<file path="config.mk">
export PLATFORM = sky130hd
export DESIGN_NAME = bin_gray_enc
export DESIGN_NICKNAME = d
export VERILOG_FILES = /design/src/rtl/bin_gray_enc.sv
export SDC_FILE = /design/constraint.sdc
export NUM_CORES = 1
export LEC_CHECK = 0
export ABC_AREA = 1
export BUFFER_PORTS_ARGS = -buffer_cell sky130_fd_sc_hd__buf_2
export CORE_AREA = 5 5 66 83
export DETAILED_ROUTE_END_ITERATION = 8
export DIE_AREA = 0 0 71 88
export MAX_ROUTING_LAYER = met4
export SYNTH_ARGS = -nofsm -noshare
export SYNTH_HDL_FRONTEND = slang
export SYNTH_SLANG_ARGS = --single-unit
</file>
<file path="constraint.sdc">
create_clock -name clk -period 1.9 [get_ports clk]
set_input_delay 0.095 -clock clk [delete_from_list [all_inputs] [get_ports clk]]
set_output_delay 0.095 -clock clk [all_outputs]
set_load 0.005 [all_outputs]
</file>
<file path="src/rtl/bin_gray_enc.sv">
// Binary-to-Gray encoder with a 2-entry valid/ready output buffer.
// Each accepted word is Gray-encoded and tagged with a one-bit "step" flag,
// which marks a Hamming distance of exactly 1 from the previously accepted
// word's Gray code. The buffer is a head/tail register pair. out_gray and
// out_step come straight from the head register, and in_ready depends only
// on the registered occupancy, so no combinational path crosses the block.
module bin_gray_enc #(
    parameter int WIDTH = 4
) (
    input  logic             clk,
    input  logic             rst_n,
    input  logic             in_valid,
    output logic             in_ready,
    input  logic [WIDTH-1:0] in_bin,
    output logic             out_valid,
    input  logic             out_ready,
    output logic [WIDTH-1:0] out_gray,
    output logic             out_step,
    output logic [15:0]      xfer_cnt
);

    localparam logic [WIDTH-1:0] ONE = WIDTH'(1);

    logic [1:0]       occ;
    logic [WIDTH-1:0] tail_gray;
    logic             tail_step;
    logic [WIDTH-1:0] prev_gray;
    logic             first_word;

    logic             push;
    logic             pop;
    logic [WIDTH-1:0] gray_new;
    logic [WIDTH-1:0] gray_diff;
    logic             step_new;

    // Handshake decode, Gray encoding and single-bit-change detection of the incoming word
    always_comb begin
        in_ready  = (occ != 2'd2);
        out_valid = (occ != 2'd0);
        push      = in_valid & in_ready;
        pop       = out_valid & out_ready;
        gray_new  = in_bin ^ (in_bin >> 1);
        gray_diff = gray_new ^ prev_gray;
        // A power of two (non-zero, with one bit set) means distance 1; the first word has no predecessor
        step_new  = !first_word && (gray_diff != '0) && ((gray_diff & (gray_diff - ONE)) == '0);
    end

    // Occupancy: a push together with a pop leaves the occupancy unchanged
    always_ff @(posedge clk or negedge rst_n) begin
        if (!rst_n) begin
            occ <= 2'd0;
        end else begin
            case ({push, pop})
                2'b10:   occ <= occ + 2'd1;
                2'b01:   occ <= occ - 2'd1;
                default: occ <= occ;
            endcase
        end
    end

    // Head entry: promote the tail on a pop from full, or load a new word when the head is free
    always_ff @(posedge clk or negedge rst_n) begin
        if (!rst_n) begin
            out_gray <= '0;
            out_step <= 1'b0;
        end else if (pop && (occ == 2'd2)) begin
            out_gray <= tail_gray;
            out_step <= tail_step;
        end else if (push && ((occ == 2'd0) || ((occ == 2'd1) && pop))) begin
            out_gray <= gray_new;
            out_step <= step_new;
        end
    end

    // Tail entry: written only when the head is occupied and is not leaving this cycle
    always_ff @(posedge clk or negedge rst_n) begin
        if (!rst_n) begin
            tail_gray <= '0;
            tail_step <= 1'b0;
        end else if (push && (occ == 2'd1) && !pop) begin
            tail_gray <= gray_new;
            tail_step <= step_new;
        end
    end

    // History of the last accepted word, used for the step flag of the next word
    always_ff @(posedge clk or negedge rst_n) begin
        if (!rst_n) begin
            prev_gray  <= '0;
            first_word <= 1'b1;
        end else if (push) begin
            prev_gray  <= gray_new;
            first_word <= 1'b0;
        end
    end

    // Completed output transfers; wraps naturally at 16 bits
    always_ff @(posedge clk or negedge rst_n) begin
        if (!rst_n) begin
            xfer_cnt <= 16'd0;
        end else if (pop) begin
            xfer_cnt <= xfer_cnt + 16'd1;
        end
    end

endmodule
</file>
Yosys cells after proc, flatten, opt, wreduce, memory -nomap -nowiden
Cells that the tools add are included.
W data, S select, Z words.
- $add $sub $neg: 4
- equal/unequal tests: 5
- multiplexer cells: 5
- bitwise operators: 5
- reductions and logical operators: 16
- operators with widths (kind ; number):
    $add A16 B1 Y16 const B ; 1
    $mux W4 ; 2
    $logic_and A1 B1 Y1 ; 7
    $reduce_bool A2 Y1 ; 3
    $and A4 B4 Y4 ; 1
    $eq A2 B1 Y1 const B ; 2
    $eq A2 B2 Y1 const B ; 2
    $logic_not A4 Y1 ; 1
    $pmux W2 S2 ; 1
    $reduce_bool A4 Y1 ; 1
    $sub A4 B1 Y4 const B ; 1
    $xor A4 B3 Y4 ; 1
    $xor A4 B4 Y4 ; 1
    $add A2 B1 Y2 const B ; 1
    $and A1 B1 Y1 ; 2
    $logic_not A1 Y1 ; 2
    $logic_not A2 Y1 ; 1
    $mux W1 ; 2
    $ne A2 B2 Y1 const B ; 1
    $sub A2 B1 Y2 const B ; 1
    $logic_or A1 B1 Y1 ; 1
- bits in registers: 33
- output and inout bits: 23
- word-level logic and storage cells: 43

Depth between registers and ports, before layout
Gate-level depths: netlist (run 1).
- depth after elaboration: 8
- mapped depth: 11
- depth with buffers taken out: 11

Least setup slack after synthesis (run 1)
No wires, ideal clock.
- path type: reg-to-reg
- start: register occ[0]
- end: register xfer_cnt[12]
- library setup time: 0.117 ns
- arrival: 1.418 ns
- required time: 1.783 ns
- slack: 0.366 ns
- cell stages (with the launch flop): 11
- buffers on the path: 0
- cell sequence: dfrtp_1 -> inv_1 -> ha_1 -> inv_1 -> nand2_4 -> nor3_4 -> nand4_2 -> nor2_2 -> nand2_1 -> nand2_1 -> nand2_1
- cells in the longest elaborated chain, start to end: 2
- RTL lines (element ; line ; RTL):
    from (decl) ; 24 ; logic [1:0] occ;
    from (signal assigned) ; 54 ; 2'b10: occ <= occ + 2'd1;
    from (signal assigned) ; 55 ; 2'b01: occ <= occ - 2'd1;
    $reduce_bool A2 Y1 ; 39 ; out_valid = (occ != 2'd0);
    named net out_valid ; 15 ; output logic out_valid,
    $and A1 B1 Y1 ; 41 ; pop = out_valid & out_ready;
    to (signal assigned) ; 102 ; xfer_cnt <= xfer_cnt + 16'd1;
    to (decl) ; 19 ; output logic [15:0] xfer_cnt
The timed path passes the listed nets, and every way through them passes these cells.
A chain may end at the register's enable or synchronous reset.

Worst setup path in the final report (run 1)
- start: register occ[0]
- end: register out_step
- cells in the longest elaborated chain, start to end: 6
- elaborated cells on any way between the ends: 13
- classes of those cells: eq/ne (3); mux (1); bitwise (2); reduce/logical (7)
- RTL lines (element ; line ; RTL):
    $reduce_bool A2 Y1 ; 39 ;
    $and A1 B1 Y1 ; 41 ;
    $logic_and A1 B1 Y1 ; 69 ; end else if (push && ((occ == 2'd0) || ((occ == 2'd1) && pop))) begin
    $logic_or A1 B1 Y1 ; 69 ;
    $logic_and A1 B1 Y1 ; 69 ;
    $reduce_bool A2 Y1 (no line) ; -- ;
    to (signal assigned) ; 68 ; out_step <= tail_step;
    to (signal assigned) ; 71 ; out_step <= step_new;
    to (decl) ; 18 ; output logic out_step,
Parallel ways exist; a longest one is shown, timed or not.

==> flow_summary.html, run 1 <==
<table>
<tr><th>Metric</th><th>Value</th></tr>
<tr><th colspan="2">Floorplanning</th></tr>
<tr><td>Floorplan die area</td><td>6250 um2</td></tr>
<tr><td>Num ports</td><td>31</td></tr>
<tr><td>Height of the chip</td><td>88 um</td></tr>
<tr><td>Effective utilization at floorplan</td><td>38.4%</td></tr>
<tr><td>Horizontal extent of the die</td><td>71 um</td></tr>
<tr><td>Number of rows in the core area</td><td>28</td></tr>
<tr><td>Core outline area</td><td>4620 um2</td></tr>
<tr><th colspan="2">Logic synthesis</th></tr>
<tr><td>Synthesized netlist cell count</td><td>218</td></tr>
<tr><td>Mean area per synthesized cell</td><td>8.15 um2</td></tr>
<tr><td>Syn. warnings</td><td>0</td></tr>
<tr><td>Combined area of all synthesized cells</td><td>1780 um2</td></tr>
<tr><td>Distinct cell type count after synthesis</td><td>24</td></tr>
<tr><td>Net count after synthesis</td><td>231</td></tr>
<tr><td>Fraction of the yosys area taken by sequential cells</td><td>46.5%</td></tr>
<tr><td>Number of flip-flops and latches in the synthesized netlist</td><td>33</td></tr>
<tr><th colspan="2">Detailed routing</th></tr>
<tr><td>Total detailed-routing wirelength</td><td>3.85 mm</td></tr>
<tr><td>Post-detailed-route wirelength per cell</td><td>12.1 um</td></tr>
<tr><td>Detailed-route DRC error count</td><td>0</td></tr>
<tr><td>Residual antenna-violating net count after detailed routing</td><td>0</td></tr>
<tr><td>Routed via count</td><td>1495</td></tr>
<tr><td>First-pass DRT Iterations</td><td>4</td></tr>
<tr><td>Vias per cell</td><td>4.72</td></tr>
<tr><td>Drt initial violations</td><td>63</td></tr>
<tr><th colspan="2">Placement</th></tr>
<tr><td>Total placed cells including tap cells</td><td>308</td></tr>
<tr><td>Weighted congestion reported at the end of routability-driven placement</td><td>0.835</td></tr>
<tr><td>Sum of net half-perimeters after detailed placement</td><td>2.96 mm</td></tr>
<tr><td>Quantity of I/O buffers inserted on ports</td><td>30</td></tr>
<tr><th colspan="2">Worst setup path</th></tr>
<tr><td>Nature of the critical path startpoint</td><td>flop</td></tr>
<tr><td>WS Path Type</td><td>flop to flop</td></tr>
<tr><td>Reg-to-Reg End</td><td>out_step</td></tr>
<tr><td>Worst R2R Start</td><td>occ[0]</td></tr>
<tr><td>Data arrival at the endpoint of the critical path</td><td>1.88 ns</td></tr>
<tr><td>Type of destination of the critical path</td><td>flop</td></tr>
<tr><td>R2r worst-path depth</td><td>11</td></tr>
<tr><td>Slowest CP cell</td><td>sky130_fd_sc_hd__dfrtp_1</td></tr>
<tr><td>Worst Path Buf+Inv</td><td>5</td></tr>
<tr><td>Maximum cell stage delay along the critical path</td><td>0.38 ns</td></tr>
<tr><td>Flop-to-flop setup slack</td><td>0.20 ns</td></tr>
<tr><td>Most numerous cell on the critical path</td><td>sky130_fd_sc_hd__inv_1</td></tr>
<tr><td>Family with the most delay on the worst path</td><td>simple AND/OR/NAND/NOR gates</td></tr>
<tr><td>Req. time, crit path</td><td>2.07 ns</td></tr>
<tr><td>Worst path cell trace</td><td>inv_1 -&gt; ha_1 -&gt; inv_1 -&gt; nand2_4 -&gt; nor2_2 -&gt; inv_1 -&gt; nand2_2 -&gt; inv_1 -&gt; a22o_1 -&gt; inv_1 -&gt; nand2_1</td></tr>
<tr><td>CP max FO</td><td>8</td></tr>
<tr><th colspan="2">Timing</th></tr>
<tr><td>Peak Freq</td><td>0.587 GHz</td></tr>
<tr><td>Setup TNS</td><td>0 ns</td></tr>
<tr><td>Number of setup violations in the final report</td><td>0</td></tr>
<tr><td>Final max-slew violation count</td><td>0</td></tr>
<tr><td>Min cycle time layout</td><td>1.70 ns</td></tr>
<tr><td>Worst slew slack as a fraction of its limit</td><td>50.7%</td></tr>
<tr><td>Unrepaired setup endpoints after global routing</td><td>no</td></tr>
<tr><td>Post-route clock skew</td><td>0.00596 ns</td></tr>
<tr><td>Slew @ Worst Pin</td><td>0.740 ns</td></tr>
<tr><td>Crit share post-route</td><td>89.6%</td></tr>
<tr><td>Hold violation count in the final report</td><td>0</td></tr>
<tr><th colspan="2">Clocking</th></tr>
<tr><td>Clock sink count</td><td>33</td></tr>
<tr><td>Num CTS Buffers</td><td>5</td></tr>
<tr><td>Clock latency of the later-clocked register in the worst-skew pair</td><td>0.28 ns</td></tr>
<tr><td>Post-CTS setup buffers</td><td>0</td></tr>
<tr><td>Clock input transition at the sequential cells of the worst setup and hold paths</td><td>0.07 ns</td></tr>
<tr><td>Maximum level of the CTS H-tree</td><td>2</td></tr>
<tr><td>Root Driver</td><td>sky130_fd_sc_hd__clkbuf_8</td></tr>
<tr><td>Max clock buf depth</td><td>2</td></tr>
<tr><td>CTS tree</td><td>built</td></tr>
<tr><th colspan="2">Layout</th></tr>
<tr><td>Synthesis-to-finish area growth</td><td>19.4%</td></tr>
<tr><td>Number of nets at the end of the flow</td><td>269</td></tr>
<tr><td>Core utilization of the finished layout</td><td>45.9%</td></tr>
<tr><td>FF/Latch Area</td><td>827 um2</td></tr>
<tr><td>Non-filler instance count after layout</td><td>317</td></tr>
<tr><td>Fillers</td><td>484</td></tr>
<tr><td>Fraction of layout cells with a size suffix above 1</td><td>19.8%</td></tr>
<tr><td>Multi-input gate area in the final layout</td><td>831 um2</td></tr>
<tr><td>Ant. Diodes</td><td>0</td></tr>
<tr><th colspan="2">GRT</th></tr>
<tr><td>Number of antenna violations at the first check in global routing</td><td>0</td></tr>
<tr><td>First-pass GRT wire length</td><td>6.60 mm</td></tr>
<tr><td>Global route total overflow</td><td>0</td></tr>
<tr><td>Via count of the first global-routing pass</td><td>1497</td></tr>
<tr><td>Largest net degree at the start of global routing</td><td>34</td></tr>
<tr><td>GR Util All Layers</td><td>13.8%</td></tr>
<tr><th colspan="2">Pwr</th></tr>
<tr><td>Proportion of power drawn by flip-flops and latches</td><td>41.4%</td></tr>
<tr><td>Switching power total</td><td>1.09 mW</td></tr>
<tr><td>Combinational share of power</td><td>37.5%</td></tr>
<tr><td>Sw Share</td><td>38.9%</td></tr>
<tr><td>Static leakage</td><td>1.13 nW</td></tr>
<tr><td>Total internal power</td><td>1.70 mW</td></tr>
<tr><td>Power Dens Cells</td><td>1310 nW/um2</td></tr>
<tr><td>Maximum resistive drop on vdd</td><td>0.496 mV</td></tr>
<tr><td>Clock share of power</td><td>21.1%</td></tr>
<tr><th colspan="2">Hold path</th></tr>
<tr><td>WHS Endpoint</td><td>prev_gray[3]</td></tr>
<tr><td>Type of the worst min-delay path</td><td>primary input to flop</td></tr>
<tr><td>Number of cells on the worst hold path</td><td>3</td></tr>
<tr><td>HP Start</td><td>in_valid</td></tr>
<tr><th colspan="2">Outcome</th></tr>
<tr><td>Outcome</td><td>completed</td></tr>
<tr><th colspan="2">Flow run</th></tr>
<tr><td>Max-cap check violation count</td><td>0</td></tr>
</table>
[worst max path at each step]
stage	from	cells after the start	endpoint
6_report	occ[0]	11	out_step
5_1_grt	occ[0]	7	occ[1]
4_1_cts	occ[0]	8	occ[1]
3_5_place_dp	occ[0]	11	out_step
3_3_place_gp	occ[0]	11	out_step
2_1_floorplan	occ[0]	10	xfer_cnt[12]
[power groups by stage]
stage | registers, mW | logic [mW] | clock network, mW
global route | 1.19 | 1.21 | 0.638
global placement | 1.17 | 1.03 | 0
CTS | 1.15 | 1.06 | 0.613
finish | 1.15 | 1.04 | 0.588
floorplan | 1.14 | 0.715 | 0
detailed placement | 1.16 | 1.06 | 0
[tightest hold or removal path: stages]
cell and delay [ns]:
sky130_fd_sc_hd__buf_2 0.11, sky130_fd_sc_hd__nand2_2 0.13, sky130_fd_sc_hd__o21ai_0 0.09
[cell type report]
| class | instances | area share, % |
|---|---|---|
| clock buffer | 7 | 4.54 |
| clock inverter | 1 | 0.236 |
| inverter | 33 | 6.01 |
| multi-input combinational | 152 | 39.2 |
| sequential | 33 | 39.0 |
| tap | 60 | 3.54 |
| timing repair buffer | 31 | 7.55 |
[cells in the final DEF (no fill, tap or decap)]
cell	instances
sky130_fd_sc_hd__dfrtp_1	32
sky130_fd_sc_hd__xnor2_1	5
sky130_fd_sc_hd__nor2_1	13
sky130_fd_sc_hd__buf_2	30
sky130_fd_sc_hd__nand2_4	1
sky130_fd_sc_hd__nor3_1	6
sky130_fd_sc_hd__nor3_4	2
sky130_fd_sc_hd__clkinvlp_4	1
sky130_fd_sc_hd__nor2_2	1
sky130_fd_sc_hd__clkbuf_8	7
sky130_fd_sc_hd__dfstp_2	1
sky130_fd_sc_hd__nand2_2	3
sky130_fd_sc_hd__ha_1	5
sky130_fd_sc_hd__nand4_1	5
sky130_fd_sc_hd__nand4_2	2
sky130_fd_sc_hd__nand3_1	15
sky130_fd_sc_hd__inv_2	1
sky130_fd_sc_hd__nand2_1	63
sky130_fd_sc_hd__xor2_1	8
sky130_fd_sc_hd__o22ai_1	3
sky130_fd_sc_hd__o211ai_1	1
sky130_fd_sc_hd__a22o_1	1
sky130_fd_sc_hd__a21oi_1	2
sky130_fd_sc_hd__dlygate4sd3_1	1
sky130_fd_sc_hd__clkinv_2	1
sky130_fd_sc_hd__o21ai_0	11
sky130_fd_sc_hd__nand3b_1	2
sky130_fd_sc_hd__inv_1	31
sky130_fd_sc_hd__nor2_4	1
sky130_fd_sc_hd__a31oi_1	2
[layer usage]
layer | share of wire, % | wire, um | track usage, % | up-vias
li1 | - | - | - | 769
met1 | 44 | 1700 | 15.1 | 698
met2 | 52 | 1980 | 24.1 | 22
met3 | 3.4 | 132 | 3.44 | 6
met4 | 0.88 | 34 | 5.13 | 0
met5 | 0 | 0 | - | -
[sequential cells by signal, summed over array words and instances, names as in the netlist]
name,cells
out_gray,4
out_step,1
occ,2
tail_step,1
prev_gray,4
tail_gray,4
first_word,1
xfer_cnt,16
[synth_stat cells]
library cell | count | area, um2
sky130_fd_sc_hd__nor3_1 | 6 | 30.0
sky130_fd_sc_hd__dfrtp_1 | 32 | 801
sky130_fd_sc_hd__xnor2_1 | 5 | 43.8
sky130_fd_sc_hd__nor2_2 | 2 | 12.5
sky130_fd_sc_hd__dfstp_2 | 1 | 26.3
sky130_fd_sc_hd__inv_2 | 1 | 3.75
sky130_fd_sc_hd__nor2_1 | 13 | 48.8
sky130_fd_sc_hd__nand2_1 | 63 | 236
sky130_fd_sc_hd__nor3_4 | 2 | 32.5
sky130_fd_sc_hd__nand4_1 | 5 | 31.3
sky130_fd_sc_hd__nand2_2 | 3 | 18.8
sky130_fd_sc_hd__nand4_2 | 2 | 25.0
sky130_fd_sc_hd__o211ai_1 | 1 | 7.51
sky130_fd_sc_hd__o21ai_0 | 11 | 55.1
sky130_fd_sc_hd__a31oi_1 | 2 | 12.5
sky130_fd_sc_hd__nand3_1 | 15 | 75.1
sky130_fd_sc_hd__a21oi_1 | 2 | 10.0
sky130_fd_sc_hd__xor2_1 | 8 | 70.1
sky130_fd_sc_hd__ha_1 | 5 | 62.6
sky130_fd_sc_hd__o22ai_1 | 3 | 18.8
sky130_fd_sc_hd__a22o_1 | 1 | 8.76
sky130_fd_sc_hd__inv_1 | 32 | 120
sky130_fd_sc_hd__nand3b_1 | 2 | 15.0
sky130_fd_sc_hd__nand2_4 | 1 | 11.3
[kinds of logic after synthesis]
| group | count (synthesis) | share of synthesized area [%] |
|---|---|---|
| AOI/OAI and AO/OA | 20 | 6.34 |
| xor gates and xnor gates | 13 | 6.41 |
| adders and majority gates | 5 | 3.52 |
| buffers and inverters | 33 | 6.97 |
| DFF | 33 | 46.5 |
| and+or+nand+nor | 114 | 30.2 |
[metrics by stage]
step                instance area (um2)  power [mW]  hold WS [ns]  setup WS [ns]
CTS                                2110        2.83         0.172          0.187
global placement                   2000        2.20         0.212          0.211
detailed placement                 2000        2.22         0.213          0.195
finish                             2120        2.79         0.176          0.197
global route                       2120        3.05         0.201         0.0128
floorplan                          1780        1.85        -0.201          0.366
[timing repair]
action | CTS | global route
endpoints found under the hold margin | 32 | 0
hold buffers | 1 | 0
resized for setup | 0 | 2
setup endpoints to repair | 0 | 1
Note: power is estimated with default switching activity, not from simulation.
==> run 2, diff against run 1 <==
--- a/config.mk
+++ b/config.mk
@@ -7,10 +7,11 @@
 export LEC_CHECK = 0
 export ABC_AREA = 1
 export BUFFER_PORTS_ARGS = -buffer_cell sky130_fd_sc_hd__buf_2
-export CORE_AREA = 5 5 66 83
+export CORE_AREA = 2 2 54 69
 export DETAILED_ROUTE_END_ITERATION = 8
-export DIE_AREA = 0 0 71 88
+export DIE_AREA = 0 0 56 71
 export MAX_ROUTING_LAYER = met4
+export PLACE_DENSITY = 0.77
 export SYNTH_ARGS = -nofsm -noshare
 export SYNTH_HDL_FRONTEND = slang
 export SYNTH_SLANG_ARGS = --single-unit
==> flow_summary.html, run 2 (synthesis gave the netlist of run 1 again) <==
<table>
<tr><th>Metric</th><th>Value</th></tr>
<tr><th colspan="2">Outcome</th></tr>
<tr><td>Outcome</td><td>completed</td></tr>
<tr><th colspan="2">Timing</th></tr>
<tr><td>Post-route clock skew</td><td>0.0146 ns</td></tr>
<tr><td>Number of setup violations in the final report</td><td>0</td></tr>
<tr><td>Worst slew slack as a fraction of its limit</td><td>50.7%</td></tr>
<tr><td>Setup TNS</td><td>0 ns</td></tr>
<tr><td>Peak Freq</td><td>0.576 GHz</td></tr>
<tr><td>Unrepaired setup endpoints after global routing</td><td>no</td></tr>
<tr><td>Crit share post-route</td><td>91.4%</td></tr>
<tr><td>Final max-slew violation count</td><td>0</td></tr>
<tr><td>Slew @ Worst Pin</td><td>0.739 ns</td></tr>
<tr><td>Hold violation count in the final report</td><td>0</td></tr>
<tr><td>Min cycle time layout</td><td>1.74 ns</td></tr>
<tr><th colspan="2">Layout</th></tr>
<tr><td>Fraction of layout cells with a size suffix above 1</td><td>19.5%</td></tr>
<tr><td>Most frequent cells in the layout</td><td>sky130_fd_sc_hd__nand2_1, sky130_fd_sc_hd__inv_1, sky130_fd_sc_hd__dfrtp_1</td></tr>
<tr><td>Most frequent standard cell in the layout excluding fill and tap cells</td><td>sky130_fd_sc_hd__nand2_1</td></tr>
<tr><td>Register name with the most flops</td><td>xfer_cnt</td></tr>
<tr><td>Number of nets at the end of the flow</td><td>269</td></tr>
<tr><td>Synthesis-to-finish area growth</td><td>16.6%</td></tr>
<tr><td>Ant. Diodes</td><td>0</td></tr>
<tr><td>Flip-flop count of the largest register, all copies and words added</td><td>16</td></tr>
<tr><td>Fillers</td><td>315</td></tr>
<tr><th colspan="2">Clocking</th></tr>
<tr><td>CTS-repair resized insts</td><td>0</td></tr>
<tr><td>Number of hold buffers added after cts</td><td>1</td></tr>
<tr><td>CTS tree</td><td>built</td></tr>
<tr><td>Post-CTS setup buffers</td><td>0</td></tr>
<tr><td>Clock sink count</td><td>33</td></tr>
<tr><td>Maximum level of the CTS H-tree</td><td>2</td></tr>
<tr><td>Root Driver</td><td>sky130_fd_sc_hd__clkbuf_8</td></tr>
<tr><td>Clock input transition at the sequential cells of the worst setup and hold paths</td><td>0.08 ns</td></tr>
<tr><td>Max clock buf depth</td><td>2</td></tr>
<tr><td>Clock latency of the later-clocked register in the worst-skew pair</td><td>0.30 ns</td></tr>
<tr><td>Num CTS Buffers</td><td>5</td></tr>
<tr><th colspan="2">Placement</th></tr>
<tr><td>Weighted congestion reported at the end of routability-driven placement</td><td>0.825</td></tr>
<tr><td>Sum of net half-perimeters after detailed placement</td><td>2.73 mm</td></tr>
<tr><td>Quantity of I/O buffers inserted on ports</td><td>30</td></tr>
<tr><th colspan="2">Floorplanning</th></tr>
<tr><td>Num ports</td><td>31</td></tr>
<tr><td>Height of the chip</td><td>71 um</td></tr>
<tr><td>Effective utilization at floorplan</td><td>52.8%</td></tr>
<tr><td>Number of rows in the core area</td><td>24</td></tr>
<tr><td>Core outline area</td><td>3360 um2</td></tr>
<tr><td>Horizontal extent of the die</td><td>56 um</td></tr>
<tr><td>Floorplan die area</td><td>3980 um2</td></tr>
<tr><th colspan="2">GRT</th></tr>
<tr><td>Via count of the first global-routing pass</td><td>1525</td></tr>
<tr><td>GR Layer Usage met2</td><td>36.2%</td></tr>
<tr><td>Largest net degree at the start of global routing</td><td>34</td></tr>
<tr><td>Fraction of met1 tracks used by global routing</td><td>23.9%</td></tr>
<tr><td>Number of antenna violations at the first check in global routing</td><td>0</td></tr>
<tr><td>GR Util All Layers</td><td>21.6%</td></tr>
<tr><td>Most Used Layer, Global Route</td><td>met2</td></tr>
<tr><td>First-pass GRT wire length</td><td>6.37 mm</td></tr>
<tr><td>Global route total overflow</td><td>0</td></tr>
<tr><td>Met3 usage</td><td>4.94%</td></tr>
<tr><th colspan="2">Hold path</th></tr>
<tr><td>Number of cells on the worst hold path</td><td>3</td></tr>
<tr><td>WHS Endpoint</td><td>tail_gray[1]</td></tr>
<tr><td>Type of the worst min-delay path</td><td>primary input to flop</td></tr>
<tr><td>HP Start</td><td>in_bin[2]</td></tr>
<tr><th colspan="2">Pwr</th></tr>
<tr><td>Total power of the final layout</td><td>2.74 mW</td></tr>
<tr><td>Maximum resistive drop on vdd</td><td>0.784 mV</td></tr>
<tr><td>Power Dens Cells</td><td>1320 nW/um2</td></tr>
<tr><td>Combinational share of power</td><td>38.1%</td></tr>
<tr><td>Clock share of power</td><td>19.3%</td></tr>
<tr><td>Proportion of power drawn by flip-flops and latches</td><td>42.6%</td></tr>
<tr><td>Total internal power</td><td>1.63 mW</td></tr>
<tr><td>Static leakage</td><td>1.12 nW</td></tr>
<tr><td>Switching power total</td><td>1.11 mW</td></tr>
<tr><td>Sw Share</td><td>40.6%</td></tr>
<tr><th colspan="2">Worst setup path</th></tr>
<tr><td>Req. time, crit path</td><td>2.08 ns</td></tr>
<tr><td>Worst path cell trace</td><td>inv_1 -&gt; ha_1 -&gt; inv_1 -&gt; nand2_4 -&gt; nor2_2 -&gt; inv_1 -&gt; nand2_2 -&gt; inv_1 -&gt; a22o_1 -&gt; inv_1 -&gt; nand2_1</td></tr>
<tr><td>R2r worst-path depth</td><td>11</td></tr>
<tr><td>Reg-to-Reg End</td><td>out_step</td></tr>
<tr><td>Maximum cell stage delay along the critical path</td><td>0.39 ns</td></tr>
<tr><td>Nature of the critical path startpoint</td><td>flop</td></tr>
<tr><td>Data arrival at the endpoint of the critical path</td><td>1.92 ns</td></tr>
<tr><td>CP max FO</td><td>8</td></tr>
<tr><td>Flop-to-flop setup slack</td><td>0.16 ns</td></tr>
<tr><td>Type of destination of the critical path</td><td>flop</td></tr>
<tr><td>WS Path Type</td><td>flop to flop</td></tr>
<tr><td>Most numerous cell on the critical path</td><td>sky130_fd_sc_hd__inv_1</td></tr>
<tr><td>Slowest CP cell</td><td>sky130_fd_sc_hd__dfrtp_1</td></tr>
<tr><td>Worst R2R Start</td><td>occ[0]</td></tr>
<tr><th colspan="2">Detailed routing</th></tr>
<tr><td>First-pass DRT Iterations</td><td>4</td></tr>
<tr><td>Post-detailed-route wirelength per cell</td><td>12.5 um</td></tr>
<tr><td>Detailed-route DRC error count</td><td>0</td></tr>
<tr><td>Total detailed-routing wirelength</td><td>3.70 mm</td></tr>
<tr><td>Drt initial violations</td><td>40</td></tr>
<tr><td>Vias per cell</td><td>5.06</td></tr>
<tr><td>Residual antenna-violating net count after detailed routing</td><td>0</td></tr>
<tr><td>Routed via count</td><td>1498</td></tr>
<tr><th colspan="2">Flow run</th></tr>
<tr><td>Max-cap check violation count</td><td>0</td></tr>
</table>
==> run 2: cell types whose count changed in the layout (fill, tap and decap cells not counted) <==
| cell | before | now |
|---|---|---|
| sky130_fd_sc_hd__clkbuf_8 | 7 | 5 |
| sky130_fd_sc_hd__clkinv_2 | 1 | 2 |
| sky130_fd_sc_hd__inv_1 | 31 | 32 |
| sky130_fd_sc_hd__nor2_2 | 1 | 2 |
| sky130_fd_sc_hd__nor2_4 | 1 | 0 |
==> run 2: area by class of cell <==
type,instances,area (um2),share of cell area (%)
Tap cell,39,48.8,2.36
Clock inverter,3,17.5,0.845
Timing Repair Buffer,31,160,7.73
Inverter,33,124,5.98
Clock buffer,5,68.8,3.32
Sequential cell,33,827,39.9
Multi-Input combinational cell,152,826,39.9
==> run 2: power groups by stage <==
stage / logic, mW / clock network [mW] / registers, mW
finish: 1.04 / 0.528 / 1.17
global placement: 1.02 / 0 / 1.17
global route: 1.19 / 0.559 / 1.20
CTS: 1.05 / 0.544 / 1.16
floorplan: 0.715 / 0 / 1.14
detailed placement: 1.05 / 0 / 1.17
==> run 2: worst max path at each step <==
| stage | from | endpoint | cells after the start |
|---|---|---|---|
| 2_1_floorplan | occ[0] | xfer_cnt[12] | 10 |
| 3_3_place_gp | occ[0] | out_step | 11 |
| 3_5_place_dp | occ[0] | out_step | 11 |
| 4_1_cts | occ[0] | out_step | 11 |
| 5_1_grt | occ[0] | xfer_cnt[12] | 10 |
| 6_report | occ[0] | out_step | 11 |
==> run 2: worst max-delay path: cells and delay by family (launching register included) <==
kind	cells	cell delay, ns
and+or+nand+nor	4	0.45
DFF	1	0.39
adders and majority gates	1	0.19
buffers and inverters	5	0.43
AOI/OAI and AO/OA	1	0.17
==> run 2: per-layer routing <==
layer  routed length, um  vias to the layer above
li1                    -                      770
met1                1630                      695
met2                1860                       28
met3                 131                        5
met4                  80                        0
met5                   0                        -
==> run 2: stage by stage <==
step	cell area (um2)	std cells	hold slack, ns	util, %	worst slack (ns)
after floorplan	1780	218	-0.201	-	0.366
after global placement	1980	287	0.194	58.7	0.227
after detailed placement	1980	287	0.198	58.7	0.157
after CTS	2070	296	0.137	61.6	0.156
after global routing	2070	296	0.163	61.6	0.00914
final	2070	296	0.150	61.6	0.163
